<file path="src/rtl/pipe_exec_core.sv">
`default_nettype none
// =============================================================================
// pipe_exec_core : issue/EX/MEM/WB datapath slice with register file,
//                  hazard stalls, branch resolution and optional forwarding.
// Build option   : define PIPE_FWD_EN to enable EX operand forwarding.
// Revision       : 1.0  initial release
// =============================================================================
module pipe_exec_core #(
  parameter  int W     = 16,
  parameter  int NREGS = 8,
  localparam int AW    = $clog2(NREGS)
) (
  input  logic          clk,
  input  logic          rst_n,
  input  logic          inst_valid_i,
  output logic          inst_ready_o,
  input  logic [AW-1:0] rs1_i,
  input  logic [AW-1:0] rs2_i,
  input  logic [AW-1:0] rd_i,
  input  logic [W-1:0]  imm_i,
  input  logic [W-1:0]  pc_i,
  input  logic [2:0]    alu_op_i,
  input  logic          use_imm_i,
  input  logic          reg_write_i,
  input  logic          mem_read_i,
  input  logic          mem_write_i,
  input  logic          branch_i,
  input  logic          bne_i,
  output logic [W-1:0]  mem_addr_o,
  output logic [W-1:0]  mem_wdata_o,
  output logic          mem_we_o,
  output logic          mem_re_o,
  input  logic [W-1:0]  mem_rdata_i,
  output logic          br_taken_o,
  output logic [W-1:0]  br_target_o,
  output logic          wb_we_o,
  output logic [AW-1:0] wb_addr_o,
  output logic [W-1:0]  wb_data_o
);

  localparam int SW = (W > 1) ? $clog2(W) : 1;

  localparam logic [2:0] OP_ADD = 3'd0;
  localparam logic [2:0] OP_SUB = 3'd1;
  localparam logic [2:0] OP_AND = 3'd2;
  localparam logic [2:0] OP_OR  = 3'd3;
  localparam logic [2:0] OP_XOR = 3'd4;
  localparam logic [2:0] OP_SLL = 3'd5;
  localparam logic [2:0] OP_SRL = 3'd6;

  logic [W-1:0]  rf_q [NREGS];

  logic          ex_valid_q, ex_use_imm_q, ex_rw_q, ex_mr_q, ex_mw_q, ex_br_q, ex_bne_q;
  logic [AW-1:0] ex_rd_q;
  logic [W-1:0]  ex_imm_q, ex_pc_q, ex_a_q, ex_b_q;
  logic [2:0]    ex_op_q;
`ifdef PIPE_FWD_EN
  logic [AW-1:0] ex_rs1_q, ex_rs2_q;
`endif

  logic          mem_valid_q, mem_rw_q, mem_mr_q, mem_mw_q;
  logic [AW-1:0] mem_rd_q;
  logic [W-1:0]  mem_alu_q, mem_wdata_q;

  logic          wb_valid_q, wb_rw_q, wb_mr_q;
  logic [AW-1:0] wb_rd_q;
  logic [W-1:0]  wb_alu_q;

  logic          uses_rs2, hazard, accept;
  logic [W-1:0]  rs1_val, rs2_val, op_a, op_b, alu_b, alu_res;
  logic [SW-1:0] shamt;

  // Write-back port and memory strobes
  assign wb_we_o     = wb_valid_q && wb_rw_q && (wb_rd_q != '0);
  assign wb_addr_o   = wb_rd_q;
  assign wb_data_o   = wb_mr_q ? mem_rdata_i : wb_alu_q;
  assign mem_we_o    = mem_valid_q && mem_mw_q;
  assign mem_re_o    = mem_valid_q && mem_mr_q;
  assign mem_addr_o  = mem_alu_q;
  assign mem_wdata_o = mem_wdata_q;

  // Issue-stage register read; a WB write in the same cycle is seen immediately
  always_comb begin
    rs1_val = '0;
    rs2_val = '0;
    if (rs1_i != '0) rs1_val = (wb_we_o && (wb_addr_o == rs1_i)) ? wb_data_o : rf_q[rs1_i];
    if (rs2_i != '0) rs2_val = (wb_we_o && (wb_addr_o == rs2_i)) ? wb_data_o : rf_q[rs2_i];
  end

  assign uses_rs2 = !use_imm_i || mem_write_i || branch_i;

  always_comb begin
    hazard = 1'b0;
`ifdef PIPE_FWD_EN
    // Only a load in EX cannot be forwarded in time
    if (ex_valid_q && ex_mr_q && (ex_rd_q != '0) &&
        ((ex_rd_q == rs1_i) || (uses_rs2 && (ex_rd_q == rs2_i))))
      hazard = 1'b1;
`else
    if (ex_valid_q && ex_rw_q && (ex_rd_q != '0) &&
        ((ex_rd_q == rs1_i) || (uses_rs2 && (ex_rd_q == rs2_i))))
      hazard = 1'b1;
    if (mem_valid_q && mem_rw_q && (mem_rd_q != '0) &&
        ((mem_rd_q == rs1_i) || (uses_rs2 && (mem_rd_q == rs2_i))))
      hazard = 1'b1;
`endif
  end

  assign inst_ready_o = !br_taken_o && !(inst_valid_i && hazard);
  assign accept       = inst_valid_i && inst_ready_o;

  always_comb begin
    op_a = ex_a_q;
    op_b = ex_b_q;
`ifdef PIPE_FWD_EN
    if (mem_valid_q && mem_rw_q && !mem_mr_q && (mem_rd_q != '0) && (mem_rd_q == ex_rs1_q))
      op_a = mem_alu_q;
    else if (wb_we_o && (wb_addr_o == ex_rs1_q))
      op_a = wb_data_o;
    if (mem_valid_q && mem_rw_q && !mem_mr_q && (mem_rd_q != '0) && (mem_rd_q == ex_rs2_q))
      op_b = mem_alu_q;
    else if (wb_we_o && (wb_addr_o == ex_rs2_q))
      op_b = wb_data_o;
`endif
  end

  assign alu_b = ex_use_imm_q ? ex_imm_q : op_b;
  assign shamt = alu_b[SW-1:0];

  always_comb begin
    alu_res = '0;
    case (ex_op_q)
      OP_ADD:  alu_res = op_a + alu_b;
      OP_SUB:  alu_res = op_a - alu_b;
      OP_AND:  alu_res = op_a & alu_b;
      OP_OR:   alu_res = op_a | alu_b;
      OP_XOR:  alu_res = op_a ^ alu_b;
      OP_SLL:  alu_res = op_a << shamt;
      OP_SRL:  alu_res = op_a >> shamt;
      default: alu_res = {{(W-1){1'b0}}, ($signed(op_a) < $signed(alu_b))};
    endcase
  end

  assign br_taken_o  = ex_valid_q && ex_br_q && (ex_bne_q ? (op_a != op_b) : (op_a == op_b));
  assign br_target_o = ex_pc_q + ex_imm_q;

  always_ff @(posedge clk or negedge rst_n) begin
    if (!rst_n) begin
      for (int i = 0; i < NREGS; i++) rf_q[i] <= '0;
    end else if (wb_we_o) begin
      rf_q[wb_addr_o] <= wb_data_o;
    end
  end

  // ID/EX: fields follow the issue port every cycle, the valid bit marks acceptance
  always_ff @(posedge clk or negedge rst_n) begin
    if (!rst_n) begin
      ex_valid_q   <= 1'b0;
      ex_use_imm_q <= 1'b0;
      ex_rw_q      <= 1'b0;
      ex_mr_q      <= 1'b0;
      ex_mw_q      <= 1'b0;
      ex_br_q      <= 1'b0;
      ex_bne_q     <= 1'b0;
      ex_rd_q      <= '0;
      ex_imm_q     <= '0;
      ex_pc_q      <= '0;
      ex_a_q       <= '0;
      ex_b_q       <= '0;
      ex_op_q      <= '0;
`ifdef PIPE_FWD_EN
      ex_rs1_q     <= '0;
      ex_rs2_q     <= '0;
`endif
    end else begin
      ex_valid_q   <= accept;
      ex_use_imm_q <= use_imm_i;
      ex_rw_q      <= reg_write_i;
      ex_mr_q      <= mem_read_i;
      ex_mw_q      <= mem_write_i;
      ex_br_q      <= branch_i;
      ex_bne_q     <= bne_i;
      ex_rd_q      <= rd_i;
      ex_imm_q     <= imm_i;
      ex_pc_q      <= pc_i;
      ex_a_q       <= rs1_val;
      ex_b_q       <= rs2_val;
      ex_op_q      <= alu_op_i;
`ifdef PIPE_FWD_EN
      ex_rs1_q     <= rs1_i;
      ex_rs2_q     <= rs2_i;
`endif
    end
  end

  always_ff @(posedge clk or negedge rst_n) begin
    if (!rst_n) begin
      mem_valid_q <= 1'b0;
      mem_rw_q    <= 1'b0;
      mem_mr_q    <= 1'b0;
      mem_mw_q    <= 1'b0;
      mem_rd_q    <= '0;
      mem_alu_q   <= '0;
      mem_wdata_q <= '0;
      wb_valid_q  <= 1'b0;
      wb_rw_q     <= 1'b0;
      wb_mr_q     <= 1'b0;
      wb_rd_q     <= '0;
      wb_alu_q    <= '0;
    end else begin
      mem_valid_q <= ex_valid_q && !br_taken_o;
      mem_rw_q    <= ex_rw_q;
      mem_mr_q    <= ex_mr_q;
      mem_mw_q    <= ex_mw_q;
      mem_rd_q    <= ex_rd_q;
      mem_alu_q   <= alu_res;
      mem_wdata_q <= op_b;
      wb_valid_q  <= mem_valid_q;
      wb_rw_q     <= mem_rw_q;
      wb_mr_q     <= mem_valid_q && mem_mr_q;
      wb_rd_q     <= mem_rd_q;
      wb_alu_q    <= mem_alu_q;
    end
  end

endmodule
`default_nettype wire

</file>
<file path="config.mk">
export PLATFORM = sky130hd
export DESIGN_NAME = pipe_exec_core
export DESIGN_NICKNAME = d
export VERILOG_FILES = /design/src/rtl/pipe_exec_core.sv
export SDC_FILE = /design/constraint.sdc
export NUM_CORES = 1
export LEC_CHECK = 0
export BUFFER_PORTS_ARGS = -buffer_cell sky130_fd_sc_hd__buf_2
export CORE_UTILIZATION = 44
export CTS_BUF_LIST = sky130_fd_sc_hd__clkbuf_2 sky130_fd_sc_hd__clkbuf_4 sky130_fd_sc_hd__clkbuf_8
export DETAILED_ROUTE_END_ITERATION = 6
export PLACE_DENSITY_LB_ADDON = 0.2
export SLEW_MARGIN = 30
export SYNTH_ARGS = -nofsm -noshare
export SYNTH_HDL_FRONTEND = slang
export SYNTH_SLANG_ARGS = --single-unit
</file>
<file path="constraint.sdc">
create_clock -name clk -period 4.8 [get_ports clk]
set_input_delay 0.96 -clock clk [delete_from_list [all_inputs] [get_ports clk]]
set_output_delay 0.96 -clock clk [all_outputs]
set_load 0.1 [all_outputs]
</file>
### Word-level counts from Yosys, hierarchy flattened

Cells that the tools add are included.

* flip-flop bits (word level): 266
* input port bits: 69
* output and inout port bits: 72

* add/subtract/negate cells: 3
* $lt $le $gt $ge: 5
* equality and inequality tests: 14
* shift-type cells: 2
* muxes and demuxes: 19
* bitwise operators: 6
* reduce and logical (&&, ||, !) cells: 34

Operators with widths (count)
* 2-to-1 mux 16 bit: 11
* bitwise mux 128 bit: 1
* one-hot mux 16 bit (7 select lines): 1
* binary-select mux 16 bit (select 3 bit): 2
* demux 16 bit (select 3 bit): 1
* adder 16 bit: 2
* logical AND 1 bit: 21
* equality test 3 bit: 6
* AND 16 bit: 1
* equality test 16 bit: 1
* < comparator 16 bit: 1
* inequality test 16 bit: 1
* OR 16 bit: 1
* left shift 16 x 4 -> 16 bit: 1
* >> shifter 16 x 4 -> 16 bit: 1
* subtractor 16 bit: 1
* XOR 16 bit: 1
* nonzero test 3 bit: 5
* greater-or-equal comparator 4 bit, second input constant: 3
* NOT 3 -> 4 bit: 3
* equality test 3 bit, second input constant: 3
* equality test 3 x 2 -> 1 bit, second input constant: 2
* logical OR 1 bit: 4
* < comparator 4 x 1 -> 1 bit, second input constant: 1
* 4 further kinds: 8

### Logic depth before layout (Yosys ltp)

Gate-level depths: netlist of the first run.

* word-level depth: 12
* mapped depth: 14

### Least setup slack after synthesis of the first run

OpenSTA, ideal clock, no wires.

* path kind: input -> output
* from: input rs2_i[0]
* to: output inst_ready_o
* arrival time: 3528 ps
* path slack: 312 ps
* stages: 7
* path buffers: 1
* cell sequence: clkbuf_1 xor2_1 nor4_1 o22a_1 o2111ai_1 o31ai_1 a21oi_1

* cells in the longest elaborated chain, start to end: 9

Ends and longest elaborated chain
* start: declaration: RTL line 18 `input logic [AW-1:0] rs2_i,`
* equality test 3 bit: RTL line 101 `((ex_rd_q == rs1_i) || (uses_rs2 && (ex_rd_q == rs2_i))))`
* logical AND 1 bit: RTL line 101
* logical OR 1 bit: RTL line 101
* logical AND 1 bit: RTL line 100 `if (ex_valid_q && ex_rw_q && (ex_rd_q != '0) &&`
* 2-to-1 mux 1 bit: RTL line 100
* 2-to-1 mux 1 bit *: RTL line 103 `if (mem_valid_q && mem_rw_q && (mem_rd_q != '0) &&`
* logical AND 1 bit *: RTL line 109 `assign inst_ready_o = !br_taken_o && !(inst_valid_i && hazard);`
* zero test 1 bit *: RTL line 109
* logical AND 1 bit *: RTL line 109
* end: declaration: RTL line 16 `output logic inst_ready_o,`

Mark *: on every way between the ends. The rest lies on a longest branch, timed or not.

### Worst setup path after layout of the first run

* from: register ex_imm_q[0]
* to: output br_target_o[14]

* cells in the longest elaborated chain, start to end: 1

Ends and longest elaborated chain
* start: declaration: RTL line 55 `logic [W-1:0] ex_imm_q, ex_pc_q, ex_a_q, ex_b_q;`
* start signal: assignment: RTL line 184 `ex_imm_q <= imm_i;`
* adder 16 bit: RTL line 145 `assign br_target_o = ex_pc_q + ex_imm_q;`
* end: declaration: RTL line 35 `output logic [W-1:0] br_target_o,`

No other way between the ends.

==> run_results.csv, run 1 <==
group,metric,value,unit
critical_path,worst-path-buf-inv,2,
worst_hold_path,hold-path-cell-count,0,
logic_synthesis,synth_top_area_cell,"dfrtp_1",
detailed_routing,num_vias,12229,
critical_path,r2r_slack,1150,ps
sta,min_period,4412,ps
critical_path,path_class,"reg -> out",
sta,max_freq,226.6,MHz
clock_tree,numCtsBuffers,46,
clock_tree,cts_tree,"yes",
critical_path,cp_num_cells,11,
logic_synthesis,synth_top_area_frac,0.4297,
worst_hold_path,min_path_type,"reg -> reg",
global_routing,antenna_found_initial,3,
floorplanning,start_util,0.4474,
clock_tree,cts_setup_buffers,0,
logic_synthesis,netlist_area,15490,um2
critical_path,cp.required,3840,ps
critical_path,slowest_delay,460,ps
sta,skew,27.14,ps
logic_synthesis,synthArstFlopShare,1.000,
detailed_routing,routed_via_density,5.821,
critical_path,startpoint_type,"flop",
worst_hold_path,min_from,"ex_mw_q$_DFF_PN0_",
global_routing,grt_pass1_vias,12240,
power,ir_drop,406.1,uV
placement,pre_cts_ws,885.6,ps
critical_path,endpoint_kind,"output port",
logic_synthesis,synth_common_cells,"266 x dfrtp_1, 184 x nor2_1, 148 x a21oi_1, 104 x mux2i_1, 82 x clkbuf_1",
critical_path,worstReg2RegStart,"ex_use_imm_q$_DFF_PN0_",
logic_synthesis,postSynthCellCount,1494,
clock_tree,cts_resized,0,
sta,fin_tns_setup,0,ps
floorplanning,rows,68,
power,leakage,7.891,nW
clock_tree,ctsLongestPathBuffers,3,
sta,rsz0062_at_grt,"no",
detailed_routing,drtIter0Drc,1038,
floorplanning,core_area,34630,um2
sta,tightest_slew,922.9,ps
placement,io_buffers,140,
logic_synthesis,yosysSeqAreaShare,0.4297,
clock_tree,clk_latency,620,ps
critical_path,cpMostUsedCell,"o211ai_1",
detailed_routing,drc,0,
critical_path,path_delay_family,"compound AO/OA/AOI/OAI gates",
floorplanning,die-area,35970,um2
global_routing,grt_max_degree,108,
logic_synthesis,ys_top_cells_by_area,"dfrtp_1 43%, mux4_2 9.7%, mux2i_1 6.7%",
clock_tree,hold_buffers,0,
placement,hpwl,34.92,mm
detailed_routing,drt-wirelength-per-cell,22.96,um
floorplanning,io_pins,141,
logic_synthesis,synth-seq-cells,266,
detailed_routing,wl,48.23,mm
logic_synthesis,syn_avg_cell_area,10.37,um2
clock_tree,cts_sinks,266,
logic_synthesis,synthDistinctLibCells,75,
global_routing,overflow,0,
floorplanning,die_x,189.6,um
finish,fin_nets,1756,
critical_path,cp_cell_sequence,"ha_1 -> inv_1 -> fa_1 -> nor2b_1 -> o21ai_0 -> a21boi_0 -> o21a_1 -> o211ai_1 -> a2111o_1 -> o211ai_1 -> buf_2",
sta,holdWs,358.1,ps
global_routing,grtUsageTotal,0.2737,
sta,hold_viol,0,
sta,period_share,0.9192,
floorplanning,die-height,189.6,um
logic_synthesis,synthFlopType,"dfrtp_1",
critical_path,r2r-end,"mem_addr_o[12]$_DFF_PN0_",
clock_tree,cts.clk_slew.worst_paths,60,ps
sta,drv_slew,0,
logic_synthesis,syn_nets,1641,
detailed_routing,ant_nets,0,
sta,setup_ws,387.7,ps
status,outcome,"finished, final reports clean",
power,p_per_area,637.5,nW/um2
critical_path,arrival,3450,ps
clock_tree,htree_levels,2,
sta,max_slew_margin,0.3671,
finish,fillCellCount,3160,
critical_path,slowest_stage,"dfrtp_1",
run,maxCapViolCount,0,
logic_synthesis,synth_most_common_cell,"dfrtp_1",
global_routing,grt_pass1_wl,73.60,mm
clock_tree,clock-root-buffer,"clkbuf_8",
sta,setup_violations,0,
logic_synthesis,synth_edf_count,0,
finish,drive_gt1_frac,0.2158,
logic_synthesis,synth_warnings,0,
finish,area_growth,14.03,%
critical_path,r2r_cells,11,
worst_hold_path,hold_end,"mem_mw_q$_DFF_PN0_",
placement,gp_routability_congestion,1.009,
detailed_routing,first_pass_iters,7,
critical_path,critPathMaxFanout,4,
-- where the power goes --
group | leakage [nW] | total, W | switching (W) | internal, W
clock network | 0.539 | 0.00225 | 0.000955 | 0.00129
registers | 3.03 | 0.00362 | 0.000709 | 0.00291
logic | 4.32 | 0.00540 | 0.00375 | 0.00165
total | 7.89 | 0.0113 | 0.00541 | 0.00585
-- through the flow --
step                  util  std cells  power, W  cell area (um2)
floorplan                -       1494  0.007453            15490
global placement    0.4803       2016  0.008915            16630
detailed placement  0.4803       2016  0.008958            16630
CTS                 0.5097       2100   0.01127            17650
global route        0.5101       2100   0.01183            17660
finish              0.5102       2101   0.01126            17670
-- layout by cell type, fill, tap and decap left out, types with 22 or more instances in the layout --
cell | synthesis | final
dfrtp_1 | 266 | 266
buf_4 | 0 | 34
o21ai_0 | 43 | 43
nand2_1 | 74 | 74
xnor2_1 | 24 | 24
clkbuf_8 | 0 | 57
inv_1 | 71 | 71
nor3_1 | 24 | 22
a21oi_1 | 148 | 148
mux2i_1 | 104 | 104
xor2_1 | 33 | 33
a211oi_1 | 46 | 46
buf_2 | 16 | 139
ha_1 | 75 | 75
nor2_1 | 184 | 178
mux4_2 | 67 | 67
-- area by class of cell --
type                       count  area (um2)  share of cell area
sequential                   266        6656              0.3768
timing repair buffer         175       985.9             0.05581
clock inverter                13       127.6            0.007224
multi-input combinational   1045        8148              0.4612
antenna                        1       2.502           0.0001417
tap                          455       569.3             0.03223
clock buffer                  71       889.6             0.05036
inverter                      75       286.5             0.01622
-- routing by layer --
metal | wire, um | global-route usage | vias up | part of all wire
met2 | 23520 | 0.4493 | 422 | 0.49
met4 | 2282 | 0.1405 | 0 | 0.047
met3 | 2354 | 0.03007 | 110 | 0.049
met1 | 20070 | 0.3591 | 6064 | 0.42
met5 | 0 | 0 | - | 0
li1 | - | - | 5633 | -
-- worst max path at each step --
stage                           from               to  slack (ps)
2_1_floorplan               rs2_i[0]     inst_ready_o         310
3_3_place_gp                rs1_i[2]     inst_ready_o         900
3_5_place_dp                rs1_i[2]     inst_ready_o         890
4_1_cts        ex_imm_q[3]$_DFF_PN0_  br_target_o[15]         340
5_1_grt        ex_imm_q[0]$_DFF_PN0_  br_target_o[14]         120
6_report       ex_imm_q[0]$_DFF_PN0_  br_target_o[14]         390
-- state kept, by name (all words and copies together) (netlist names), 3 cells and up --
name	cells
rf_q	128
ex_a_q	16
ex_b_q	16
ex_imm_q	16
ex_pc_q	16
mem_addr_o	16
mem_wdata_o	16
wb_alu_q	16
ex_op_q	3
ex_rd_q	3
mem_rd_q	3
wb_addr_o	3
-- kinds of logic (layout without fill, tap and decap cells) --
| kind of cell | after synthesis | count (layout) | synth area share |
|---|---|---|---|
| flip-flops | 266 | 266 | 0.4297 |
| multiplexers | 178 | 178 | 0.1720 |
| AND/OR/NAND/NOR | 355 | 355 | 0.09999 |
| adder cells (fa/ha/maj) | 78 | 78 | 0.06445 |
| AO/OA/AOI/OAI | 377 | 377 | 0.1542 |
| XOR/XNOR | 57 | 57 | 0.03222 |
| buffers and inverters | 183 | 334 | 0.04749 |
| other | 0 | 1 | 0 |
(Power assumes the default switching activity.)
==> run 2, diff against run 1 <==
--- a/config.mk
+++ b/config.mk
@@ -5,6 +5,7 @@
 export SDC_FILE = /design/constraint.sdc
 export NUM_CORES = 1
 export LEC_CHECK = 0
+export ABC_AREA = 1
 export BUFFER_PORTS_ARGS = -buffer_cell sky130_fd_sc_hd__buf_2
 export CORE_UTILIZATION = 44
 export CTS_BUF_LIST = sky130_fd_sc_hd__clkbuf_2 sky130_fd_sc_hd__clkbuf_4 sky130_fd_sc_hd__clkbuf_8
==> run_results.csv, run 2 <==
group,metric,value,unit
critical_path,r2r_cells,14,
sta,setup_violations,0,
logic_synthesis,ys_top_cells_by_area,"dfrtp_1 40%, nand2_1 9.2%, nand3_1 8.3%",
logic_synthesis,synth_top_area_cell,"dfrtp_1",
floorplanning,rows,70,
placement,pre_cts_ws,1187,ps
clock_tree,numCtsBuffers,47,
status,outcome,"finished, violations left",
detailed_routing,first_pass_iters,7,
clock_tree,hold_buffers,0,
floorplanning,die_x,195.3,um
detailed_routing,drc,28,
global_routing,grt_pass1_wl,93.19,mm
critical_path,r2r-end,"mem_addr_o[9]$_DFF_PN0_",
power,p_per_area,471.8,nW/um2
critical_path,r2r_slack,1040,ps
critical_path,startpoint_type,"flop",
sta,rsz0062_at_grt,"no",
logic_synthesis,syn_nets,2296,
detailed_routing,num_vias,15658,
logic_synthesis,synth_most_common_cell,"nand2_1",
sta,setup_ws,635.7,ps
logic_synthesis,yosysSeqAreaShare,0.4047,
logic_synthesis,syn_avg_cell_area,7.654,um2
worst_hold_path,hold_end,"mem_mw_q$_DFF_PN0_",
global_routing,antenna_found_initial,2,
critical_path,cp.required,3840,ps
detailed_routing,drt-wirelength-per-cell,22.61,um
logic_synthesis,synthArstFlopShare,1.000,
finish,area_growth,12.26,%
finish,stdcell_area,18470,um2
critical_path,slowest_delay,420,ps
finish,fillCellCount,3618,
clock_tree,clock-root-buffer,"clkbuf_8",
critical_path,cp_cell_sequence,"ha_1 -> inv_1 -> fa_1 -> o21ai_0 -> a21oi_1 -> o21bai_1 -> nand2_1 -> nand2_1 -> nand2_1 -> nand2_1 -> buf_2",
critical_path,path_class,"reg -> out",
status,violations,"design-rule violations",
worst_hold_path,hold-path-cell-count,0,
floorplanning,io_pins,141,
logic_synthesis,synth_top_area_frac,0.4047,
placement,hpwl,45.97,mm
critical_path,arrival,3200,ps
placement,io_buffers,140,
logic_synthesis,netlist_area,16450,um2
clock_tree,clk_latency,650,ps
sta,tightest_slew,950.7,ps
sta,max_freq,240.1,MHz
finish,regMostFlops,"rf_q",
floorplanning,start_util,0.4482,
placement,gp_routability_congestion,1.047,
sta,skew,41.64,ps
logic_synthesis,postSynthCellCount,2149,
finish,largest_register_ffs,128,
worst_hold_path,min_from,"ex_mw_q$_DFF_PN0_",
sta,drv_slew,0,
critical_path,slowest_stage,"dfrtp_1",
finish,multi_input_area,8369,um2
clock_tree,cts_setup_buffers,0,
worst_hold_path,min_path_type,"reg -> reg",
clock_tree,cts_resized,0,
logic_synthesis,synth-seq-cells,266,
finish,regArea,6656,um2
sta,hold_viol,0,
finish,final_cell_mix,"404 x nand2_1, 272 x nand3_1, 266 x dfrtp_1",
clock_tree,ctsLongestPathBuffers,3,
sta,period_share,0.8676,
sta,min_period,4164,ps
detailed_routing,drtIter0Drc,1436,
detailed_routing,wl,62.26,mm
global_routing,grtUsageTotal,0.3270,
sta,fin_tns_setup,0,ps
logic_synthesis,synth_edf_count,0,
critical_path,endpoint_kind,"output port",
finish,fin_nets,2396,
floorplanning,die-height,195.3,um
power,leakage,9.275,nW
finish,drive_gt1_frac,0.1549,
logic_synthesis,synth_common_cells,"404 x nand2_1, 272 x nand3_1, 266 x dfrtp_1, 235 x o21ai_0, 230 x inv_1",
run,maxCapViolCount,0,
logic_synthesis,synth_warnings,0,
clock_tree,cts_sinks,266,
finish,diodes,0,
global_routing,overflow,0,
logic_synthesis,synthDistinctLibCells,47,
finish,final_common_cell,"nand2_1",
power,ir_drop,364.4,uV
logic_synthesis,synthFlopType,"dfrtp_1",
clock_tree,cts_tree,"yes",
critical_path,worstReg2RegStart,"ex_use_imm_q$_DFF_PN0_",
floorplanning,core_area,36700,um2
critical_path,critPathMaxFanout,4,
detailed_routing,ant_nets,0,
critical_path,cpMostUsedCell,"nand2_1",
placement,dpl_cell_area,17430,um2
clock_tree,cts.clk_slew.worst_paths,60,ps
detailed_routing,routed_via_density,5.688,
global_routing,grt_max_degree,106,
floorplanning,die-area,38160,um2
sta,max_slew_margin,0.3623,
global_routing,grt_pass1_vias,15013,
clock_tree,htree_levels,2,
## run 2: changes by cell type in the layout (fill, tap and decap cells not counted), sizes merged, moves of 11 or more
cell and change:
nor3 +14, a211oi -44, or2 +11, o21ai +182
nand3 +261, mux2 +57, xor2 -18, a21oi +20
mux2i -108, nand2 +336, nor2 -46, inv +155
a21o -14, mux4 -67
## run 2: where the power goes
part / total [W] / switching (W) / internal [W] / leakage (nW)
clock: 0.00233 / 0.00102 / 0.00132 / 0.556
sequential: 0.00306 / 0.000349 / 0.00271 / 3.27
combinational: 0.00332 / 0.00250 / 0.000819 / 5.45
## run 2: logic make-up after synthesis
kind of cell | count (synthesis) | share of synthesized area
compound gates | 458 | 0.1456
xor+xnor | 35 | 0.01864
fa+ha+maj | 78 | 0.06070
buf+inv | 351 | 0.08816
flops | 266 | 0.4047
mux | 60 | 0.04108
simple gates | 901 | 0.2411
## run 2: routing by layer
| layer | vias up | global-route usage | part of all wire |
|---|---|---|---|
| met5 | - | 0 | 0 |
| met4 | 0 | 0.1479 | 0.045 |
| met3 | 130 | 0.05976 | 0.069 |
| met2 | 668 | 0.5204 | 0.45 |
| met1 | 7543 | 0.4337 | 0.43 |
| li1 | 7317 | - | - |
## run 2: layout make-up
cell class,count,area share
clock inverters,8,0.003862
clock buffers,77,0.05197
flip-flops and latches,266,0.3605
well taps,468,0.03171
multi-input cells,1532,0.4532
inverters,231,0.04696
repair buffers,171,0.05177
## run 2: worst max path at each step
stage                     slack [ps]                 endpoint  depth (start not counted)                    from
after floorplan                  780           br_target_o[8]                          7   ex_imm_q[0]$_DFF_PN0_
after global placement          1210  mem_addr_o[9]$_DFF_PN0_                         14  ex_use_imm_q$_DFF_PN0_
after detailed placement        1190  mem_addr_o[9]$_DFF_PN0_                         14  ex_use_imm_q$_DFF_PN0_
after CTS                        590          br_target_o[12]                         11   ex_imm_q[0]$_DFF_PN0_
after global routing             400          br_target_o[12]                         11   ex_imm_q[0]$_DFF_PN0_
final                            640          br_target_o[12]                         11   ex_imm_q[0]$_DFF_PN0_
## run 2: critical path: cells and delay by family (launching register included)
| kind | cells | cell delay (ps) |
|---|---|---|
| simple gates | 4 | 260 |
| fa+ha+maj | 2 | 600 |
| compound gates | 3 | 800 |
| buf+inv | 2 | 480 |
| flops | 1 | 420 |
## run 2: stage by stage
| stage | instances | total power (W) | utilization | hold slack, ps |
|---|---|---|---|---|
| global placement | 2668 | 0.006334 | 0.4748 | 332.6 |
| finish | 2753 | 0.008712 | 0.5032 | 358.1 |
| floorplan | 2149 | 0.005358 | - | 331.2 |
| detailed placement | 2668 | 0.006357 | 0.4751 | 347.1 |
| CTS | 2753 | 0.008716 | 0.5032 | 360.3 |
| global route | 2753 | 0.009139 | 0.5032 | 363.0 |
==> run 3, diff against run 2 <==
--- a/config.mk
+++ b/config.mk
@@ -11,6 +11,7 @@
 export CTS_BUF_LIST = sky130_fd_sc_hd__clkbuf_2 sky130_fd_sc_hd__clkbuf_4 sky130_fd_sc_hd__clkbuf_8
 export DETAILED_ROUTE_END_ITERATION = 6
 export PLACE_DENSITY_LB_ADDON = 0.2
+export RECOVER_POWER = 100
 export SLEW_MARGIN = 30
 export SYNTH_ARGS = -nofsm -noshare
 export SYNTH_HDL_FRONTEND = slang
==> constraint.sdc (replaced) <==
create_clock -name clk -period 4.04 [get_ports clk]
set_input_delay 0.808 -clock clk [delete_from_list [all_inputs] [get_ports clk]]
set_output_delay 0.808 -clock clk [all_outputs]
set_load 0.1 [all_outputs]
==> run_results.csv, run 3 (synthesized netlist as in run 2, its figures left out) <==
group,metric,value,unit
worst_hold_path,min_path_type,"in -> reg",
sta,drv_slew,248,
detailed_routing,drtIter0Drc,1368,
floorplanning,die-area,38160,um2
placement,numPlacedInstances,2676,
global_routing,antenna_found_initial,0,
critical_path,worstReg2RegStart,"ex_use_imm_q$_DFF_PN0_",
floorplanning,die-height,195.3,um
critical_path,path_class,"reg -> out",
clock_tree,htree_levels,2,
power,leakage,9.061,nW
placement,gp_routability_congestion,1.006,
finish,area_growth,11.55,%
worst_hold_path,hold_end,"ex_op_q[1]$_DFF_PN0_",
status,outcome,"finished, violations left",
floorplanning,start_util,0.4482,
clock_tree,clock-root-buffer,"clkbuf_8",
global_routing,grt_pass1_vias,15015,
detailed_routing,wl,59.79,mm
finish,multi_input_area,8302,um2
detailed_routing,routed.top_layer,"met4",
detailed_routing,routed_via_density,5.655,
worst_hold_path,hold-path-cell-count,1,
critical_path,slowest_stage,"clkbuf_2",
power,p_sw_frac,0.4376,
detailed_routing,routed-wl-met3,3.992,mm
placement,hpwl,43.79,mm
critical_path,cp_cell_sequence,"ha_1 -> inv_1 -> fa_1 -> o21ai_0 -> a21oi_1 -> inv_1 -> nand3b_1 -> nand2_1 -> nand2_1 -> nand2_1 -> clkbuf_2",
finish,final_common_cell,"nand2_1",
floorplanning,io_pins,141,
power,p_int,0.005779,W
critical_path,slowest_delay,450,ps
critical_path,cp.required,3230,ps
global_routing,grt_max_degree,118,
detailed_routing,drt-wirelength-per-cell,21.68,um
finish,regArea,6656,um2
detailed_routing,ant_nets,0,
critical_path,r2r_cells,12,
sta,tightest_slew,2450,ps
sta,min_period,3894,ps
sta,setup_violations,0,
power,p_sw,0.004496,W
detailed_routing,first_pass_iters,6,
finish,largest_register_ffs,128,
finish,fin_nets,2407,
global_routing,overflow,0,
sta,fin_tns_setup,0,ps
detailed_routing,met1_length,26.14,mm
critical_path,r2r-end,"mem_addr_o[4]$_DFF_PN0_",
finish,fillCellCount,3645,
worst_hold_path,min_from,"alu_op_i[1]",
clock_tree,numCtsBuffers,49,
global_routing,grtUsageTotal,0.3148,
clock_tree,cts.clk_slew.worst_paths,70,ps
placement,io_buffers,140,
clock_tree,cts_sinks,266,
global_routing,grt_pass1_wl,90.77,mm
clock_tree,ctsLongestPathBuffers,3,
floorplanning,core_area,36700,um2
critical_path,endpoint_kind,"output port",
clock_tree,cts_tree,"yes",
detailed_routing,drc,0,
status,violations,"max-capacitance violations, max-slew violations",
critical_path,arrival,3090,ps
sta,holdWs,290.1,ps
detailed_routing,num_vias,15596,
power,p_per_area,560.1,nW/um2
finish,regMostFlops,"rf_q",
critical_path,r2r_slack,540,ps
floorplanning,rows,70,
power,finalPower,0.01028,W
power,ir_drop,308.3,uV
critical_path,critPathMaxFanout,4,
sta,period_share,0.9639,
clock_tree,hold_buffers,0,
sta,max_freq,256.8,MHz
sta,rsz0062_at_grt,"no",
detailed_routing,wl_met2,27.29,mm
clock_tree,clk_latency,620,ps
finish,diodes,0,
power,comb_power_share,0.376,
critical_path,cpMostUsedCell,"nand2_1",
power,pwr-share-seq,0.353,
sta,max_slew_margin,-0.6336,
power,clkPwrFrac,0.272,
finish,final_cells,2758,
run,maxCapViolCount,8,
critical_path,startpoint_type,"flop",
floorplanning,die_x,195.3,um
sta,skew,19.74,ps
finish,final_cell_mix,"407 x nand2_1, 272 x nand3_1, 266 x dfrtp_1",
finish,drive_gt1_frac,0.1201,
sta,hold_viol,0,
-- run 3: changes by cell type in the layout (fill, tap and decap cells not counted), moves of 4 or more --
cell	previous run	this run
buf_2	139	64
clkbuf_1	0	70
clkbuf_2	0	15
clkinv_2	6	1
clkbuf_8	61	57
nor3_1	33	37
nor3_2	5	1
-- run 3: power by group through the flow --
stage / Sequential (W) / Clock, W / Combinational [W]
after floorplan: 0.00398 / 0 / 0.00239
after global placement: 0.00364 / 0 / 0.00383
after detailed placement: 0.00365 / 0 / 0.00385
after CTS: 0.00361 / 0.00285 / 0.00387
after global routing: 0.00368 / 0.00297 / 0.00418
final: 0.00362 / 0.00279 / 0.00386
-- run 3: what timing repair did --
item / 4_1_cts / 5_1_grt
setup buffers: 0 / 0
endpoints found under the setup margin: 1 / 2
resized for setup: 1 / 2
hold endpoints to repair: 0 / 0
-- run 3: per-stage QoR --
stage               worst slack [ps]  utilization  cell area (um2)
CTS                            61.03       0.5056            18560
detailed placement             670.9       0.4774            17520
global route                   17.61       0.5000            18350
floorplan                      176.0            -            16450
finish                         145.7       0.5000            18350
global placement               702.2       0.4771            17510
-- run 3: worst max path at each step --
stage | from | endpoint | slack, ps | cells past startpoint
after global placement | ex_imm_q[0]$_DFF_PN0_ | br_target_o[12] | 700 | 11
after global routing | ex_imm_q[0]$_DFF_PN0_ | br_target_o[12] | 20 | 11
after floorplan | ex_imm_q[0]$_DFF_PN0_ | br_target_o[8] | 180 | 7
final | ex_imm_q[0]$_DFF_PN0_ | br_target_o[14] | 150 | 11
after CTS | ex_imm_q[0]$_DFF_PN0_ | br_target_o[10] | 60 | 8
after detailed placement | ex_imm_q[0]$_DFF_PN0_ | br_target_o[12] | 670 | 11
-- run 3: layout make-up --
class / count / share of cell area
clock inverters: 8 / 0.007024
inverters: 231 / 0.04726
well taps: 468 / 0.03191
multi-input cells: 1532 / 0.4525
clock buffers: 73 / 0.04930
flip-flops and latches: 266 / 0.3628
repair buffers: 180 / 0.04924
-- run 3: layer usage --
metal	GRT usage	vias up
met5	0	-
li1	-	7335
met1	0.4263	7457
met4	0.1441	0
met2	0.4963	681
met3	0.04905	123
-- run 3: critical path, delay by kind of cell (launching register included) --
family | cells | cell delay, ps
fa+ha+maj | 2 | 600
buf+inv | 3 | 600
compound gates | 2 | 570
flops | 1 | 430
simple gates | 4 | 260
